--- src/rtl/ps2_scan_rx.sv ---
`default_nettype none
// ============================================================================
//  Module      : ps2_scan_rx
//  Description : PS/2 keyboard receiver. Synchronizes and deglitches the
//                PS/2 clock, frames 11-bit serial words, checks odd parity
//                and stop bit, and folds E0/F0/E1 prefixes into key events.
//  Revision    : 1.0  initial release
// ============================================================================
module ps2_scan_rx #(
    parameter int FILTER_LEN = 8,
    parameter int TIMEOUT    = 5000
) (
    input  logic        clk,
    input  logic        reset,
    input  logic        ps2_clk,
    input  logic        ps2_data,
    output logic [10:0] ps2_key,
    output logic        frame_err
);

    localparam int FW = $clog2(FILTER_LEN + 1);
    localparam int TW = $clog2(TIMEOUT + 1);

    typedef enum logic [1:0] {
        S_IDLE   = 2'd0,
        S_DATA   = 2'd1,
        S_PARITY = 2'd2,
        S_STOP   = 2'd3
    } state_t;

    logic [1:0]    clk_sync_q, clk_sync_d;
    logic [1:0]    data_sync_q, data_sync_d;
    logic          filt_q, filt_d;
    logic [FW-1:0] filt_cnt_q, filt_cnt_d;
    logic          fall_q, fall_d;
    state_t        state_q, state_d;
    logic [2:0]    bit_cnt_q, bit_cnt_d;
    logic [7:0]    shift_q, shift_d;
    logic          par_q, par_d;
    logic [TW-1:0] tmo_q, tmo_d;
    logic [2:0]    swallow_q, swallow_d;
    logic          ext_q, ext_d;
    logic          rel_q, rel_d;
    logic [10:0]   key_q, key_d;
    logic          err_q, err_d;
    logic          data_bit;

    assign data_bit  = data_sync_q[1];
    assign ps2_key   = key_q;
    assign frame_err = err_q;

    // Synchronizers, clock deglitch filter and a one-cycle falling-edge pulse
    always_comb begin
        clk_sync_d  = {clk_sync_q[0], ps2_clk};
        data_sync_d = {data_sync_q[0], ps2_data};
        filt_d      = filt_q;
        filt_cnt_d  = '0;
        fall_d      = 1'b0;
        if (clk_sync_q[1] != filt_q) begin
            // The FILTER_LEN-th consecutive differing sample flips the level
            if (filt_cnt_q == FW'(FILTER_LEN - 1)) begin
                filt_d = clk_sync_q[1];
                fall_d = filt_q;
            end else begin
                filt_cnt_d = filt_cnt_q + 1'b1;
            end
        end
    end

    // Frame state machine, timeout watchdog and prefix/byte decoder
    always_comb begin
        state_d   = state_q;
        bit_cnt_d = bit_cnt_q;
        shift_d   = shift_q;
        par_d     = par_q;
        tmo_d     = tmo_q;
        swallow_d = swallow_q;
        ext_d     = ext_q;
        rel_d     = rel_q;
        key_d     = {1'b0, key_q[9:0]};
        err_d     = 1'b0;
        if (fall_q) begin
            tmo_d = '0;
            case (state_q)
                S_IDLE: begin
                    // A high data bit on an idle edge is line noise, not a start bit
                    if (!data_bit) begin
                        state_d   = S_DATA;
                        bit_cnt_d = 3'd0;
                    end
                end
                S_DATA: begin
                    shift_d   = {data_bit, shift_q[7:1]};
                    bit_cnt_d = bit_cnt_q + 3'd1;
                    if (bit_cnt_q == 3'd7) begin
                        state_d = S_PARITY;
                    end
                end
                S_PARITY: begin
                    par_d   = data_bit;
                    state_d = S_STOP;
                end
                default: begin
                    state_d = S_IDLE;
                    if (data_bit && (^{shift_q, par_q})) begin
                        if (swallow_q != 3'd0) begin
                            swallow_d = swallow_q - 3'd1;
                        end else if (shift_q == 8'hE1) begin
                            // Pause key: E1 followed by seven bytes carrying no key event
                            swallow_d = 3'd7;
                            ext_d     = 1'b0;
                            rel_d     = 1'b0;
                        end else if (shift_q == 8'hE0) begin
                            ext_d = 1'b1;
                        end else if (shift_q == 8'hF0) begin
                            rel_d = 1'b1;
                        end else if (shift_q inside {8'hAA, 8'hFA, 8'hEE, 8'hFE, 8'h00, 8'hFF}) begin
                            ext_d = 1'b0;
                            rel_d = 1'b0;
                        end else begin
                            key_d = {1'b1, rel_q, ext_q, shift_q};
                            ext_d = 1'b0;
                            rel_d = 1'b0;
                        end
                    end else begin
                        err_d = 1'b1;
                        ext_d = 1'b0;
                        rel_d = 1'b0;
                    end
                end
            endcase
        end else if (state_q != S_IDLE) begin
            if (tmo_q == TW'(TIMEOUT - 1)) begin
                state_d = S_IDLE;
                tmo_d   = '0;
                err_d   = 1'b1;
                ext_d   = 1'b0;
                rel_d   = 1'b0;
            end else begin
                tmo_d = tmo_q + 1'b1;
            end
        end
    end

    // State registers; line-side state resets to the idle-high level
    always_ff @(posedge clk or posedge reset) begin
        if (reset) begin
            clk_sync_q  <= 2'b11;
            data_sync_q <= 2'b11;
            filt_q      <= 1'b1;
            filt_cnt_q  <= '0;
            fall_q      <= 1'b0;
            state_q     <= S_IDLE;
            bit_cnt_q   <= 3'd0;
            shift_q     <= 8'd0;
            par_q       <= 1'b0;
            tmo_q       <= '0;
            swallow_q   <= 3'd0;
            ext_q       <= 1'b0;
            rel_q       <= 1'b0;
            key_q       <= 11'd0;
            err_q       <= 1'b0;
        end else begin
            clk_sync_q  <= clk_sync_d;
            data_sync_q <= data_sync_d;
            filt_q      <= filt_d;
            filt_cnt_q  <= filt_cnt_d;
            fall_q      <= fall_d;
            state_q     <= state_d;
            bit_cnt_q   <= bit_cnt_d;
            shift_q     <= shift_d;
            par_q       <= par_d;
            tmo_q       <= tmo_d;
            swallow_q   <= swallow_d;
            ext_q       <= ext_d;
            rel_q       <= rel_d;
            key_q       <= key_d;
            err_q       <= err_d;
        end
    end

endmodule
`default_nettype wire

--- config.mk ---
export PLATFORM = sky130hd
export DESIGN_NAME = ps2_scan_rx
export DESIGN_NICKNAME = d
export VERILOG_FILES = /design/src/rtl/ps2_scan_rx.sv
export SDC_FILE = /design/constraint.sdc
export NUM_CORES = 1
export LEC_CHECK = 0
export BUFFER_PORTS_ARGS = -buffer_cell sky130_fd_sc_hd__buf_2
export CAP_MARGIN = 20
export CORE_ASPECT_RATIO = 0.7
export CORE_UTILIZATION = 54
export CTS_BUF_LIST = sky130_fd_sc_hd__clkbuf_4 sky130_fd_sc_hd__clkbuf_8
export DETAILED_ROUTE_END_ITERATION = 8
export GPL_ROUTABILITY_DRIVEN = 0
export PLACE_DENSITY = 0.72
export SKIP_CTS_REPAIR_TIMING = 1
export SLEW_MARGIN = 20
export SYNTH_ARGS = -nofsm -noshare
export SYNTH_HDL_FRONTEND = slang
export SYNTH_SLANG_ARGS = --single-unit
--- constraint.sdc ---
create_clock -name clk -period 3.6 [get_ports clk]
set_clock_uncertainty 0.1 [all_clocks]
set_input_delay 0.36 -clock clk [delete_from_list [all_inputs] [get_ports clk]]
set_output_delay 0.36 -clock clk [all_outputs]
set_load 0.05 [all_outputs]
==> impl_results.md <==
* Post-route clock period utilization at 70.34%
* WL final at 4067 µm
* Worst-Margin Slew at 0.8757 ns
* Yosys warns at 0
* Worst-path clk slew at 0.10 ns
* Crit-path max cell delay at around 0.65 ns
* Count leader, synth: dfrtp_1
* Asr flop ratio synth at 100.0%
* FP Rows at 20
* DR WL/cell at 13.56 µm
* Fin Setup TNS at 0 ns
* Global router's overall resource usage at 17.96%
* Clock Latency Late Sink at 0.32 ns
* Die Ht at approximately 60 µm
* Num CTS Buffers at 5
* Crit-path cells: xor2_1, xnor3_2, mux2i_1, or4_4, mux2_4
* TritonCTS clock tree: done
* Flop and latch count out of synthesis at 54
* Top Metal Used: met4
* Buffers on Ports at 15
* Outcome: finished clean
* MaxCap Viol Count at 0
* Main synth FF type: dfrtp_1
* Area Growth Syn to Fin at 7.897%
* Crit Path Max Fanout at 11
* Met2 WL at 1655 µm
* Total congestion overflow at 0
* Vias in the first global route at 1466
* Worst Reg-to-Reg Cells at 5
* EDFF count, synth at 0
* DRT antenna net count at 0
* Post-route minimum period at 2.532 ns
* Post-synthesis sequential area ratio at 51.62%
* Total Die Area at a little over 5000 µm²
* Critical Path Sink Type: register
* PwrDens at 372.7 nW/µm²
* Largest net degree at the start of global routing at 55
* Worst Path Arrival at 2.64 ns
* Post-DP HPWL at 2847 µm
* Clock root buffer: clkbuf_8
* Critical path class: reg2reg
* I/O pins at 16
* # diodes at 0
* Final number of max-transition violations at 0
* Antenna violations before repair at 0
* Via/cell ratio at 5.560
* H-tree depth at 2
* Final Setup Violations at 0
* Max_slew headroom at 40.80%
* First-pass GRT wire length at a little under 7000 µm
* Area after DPL at 2744 µm²
* Slowest library cell on the worst path: or4_4
* Critical Path RT at around 3.7 ns
* Worst setup SP type: register
* Final Hold Fails at 0
* WHS Path Cells at 1
* Met1 wire length at around 2200 µm
* Mapped cell area at 2630 µm²
* Synth area leader: dfrtp_1
* Static leakage at 1.449 nW
* CTS Buffer Depth at 2
* Cell count after synthesis at roughly 230
* Worst hold path type: in2reg
* Synth cell types at 45
* Layout cells sized above 1 at 22.86%
* Final Instance Area at 2838 µm²
* Achievable Freq at about 0.4 GHz
* Die Span X at 85.42 µm
* Post-Syn Nets at 241
* Met3 WL at 158 µm
* Residual DRC at 0
* Top area cells in the synthesized netlist: dfrtp_1 (47%), mux2_4 (5.1%), dfstp_2 (5.0%)
* Synth Area per Inst at 11.59 µm²
* Synth top area share at 46.62%
* Unrepaired setup endpoints after global routing: no
* Core Box Area at 4504 µm²
* Starting Density at 58.39%
* Nets at about 260
* Initial drt markers at 64
* 1st-pass router iterations at 4
* DR vias at 1668
* Post-synth top cells: dfrtp_1 (49), nor2_1 (19), nand2_1 (14)
* Max IR drop VDD at between 0.2 and 0.25 mV
* Clock sink count at 54
[where the power goes]
| group | switching (mW) | internal, mW |
|---|---|---|
| sequential | 0.0181 | 0.634 |
| clock | 0.207 | 0.141 |
| combinational | 0.0315 | 0.0267 |
| total | 0.256 | 0.801 |
[final timing paths]
| kind | start | end | slack, ns |
|---|---|---|---|
| hold / removal | ps2_data | data_sync_q[0] | 0.04 |
| setup / recovery | shift_q[4] | ps2_key[4] | 1.07 |
| min in group asynchronous | reset | tmo_q[9] | 0.11 |
| max in group asynchronous | reset | filt_cnt_q[2] | 2.86 |
| setup reg to reg | shift_q[4] | ps2_key[4] | 1.07 |
| hold reg to reg | clk_sync_q[0] | clk_sync_q[1] | 0.26 |
[cell families after synthesis]
group | synth area share [%]
AOI/OAI and AO/OA | 7.850
buffers and inverters | 3.568
and+or+nand+nor | 14.46
DFF | 51.62
muxes | 10.61
xor gates and xnor gates | 7.136
adders and majority gates | 4.757
[area by class of cell]
cell class | count | area, µm²
Tap cell | 55 | 68.82
Clock buffer | 5 | 68.82
Fill cell | 385 | 1667
Inverter | 13 | 48.80
Timing Repair Buffer | 17 | 90.09
Multi-Input combinational cell | 153 | 1179
Clock inverter | 3 | 25.02
Sequential cell | 54 | 1358
[registers in the layout (all words and copies together), names as in the netlist, 3 cells and up]
| name | flops |
|---|---|
| filt_cnt_q | 4 |
| ps2_key | 11 |
| tmo_q | 13 |
| shift_q | 8 |
| swallow_q | 3 |
| bit_cnt_q | 3 |
[stage by stage]
stage	hold WS [ns]	power, mW	utilization [%]	std cells	setup slack (ns)
2_1_floorplan	0.2452	0.7080	-	227	1.172
3_3_place_gp	0.2454	0.7227	60.92	292	1.109
3_5_place_dp	0.2468	0.7232	60.92	292	1.090
4_1_cts	0.02487	1.076	63.00	300	1.069
5_1_grt	0.01914	1.105	63.00	300	0.9506
6_report	0.03658	1.057	63.00	300	1.068
[worst max-delay path: cells and delay by family, from the launching register on]
family,cells,cell delay [ns]
xor gates and xnor gates,2,0.64
muxes,2,0.54
and+or+nand+nor,1,0.65
DFF,1,0.50
[placed cells by master, fill, tap and decap left out, types with 4 or more instances in the layout]
cell	n
inv_1	12
xor2_1	6
o21ai_0	6
mux2_4	9
xnor2_1	10
nor2_1	19
dfstp_2	5
nor3_1	4
ha_1	10
nand2_1	14
dfrtp_1	49
nand3_1	8
a21oi_1	7
clkbuf_8	5
mux2_2	11
nand4_1	4
buf_2	15
[routing by layer]
metal | track usage [%] | vias to the layer above
met5 | 0 | -
met4 | 7.857 | 0
met3 | 4.626 | 7
met2 | 25.71 | 27
met1 | 26.18 | 812
li1 | - | 822
(Power assumes the default switching activity.)
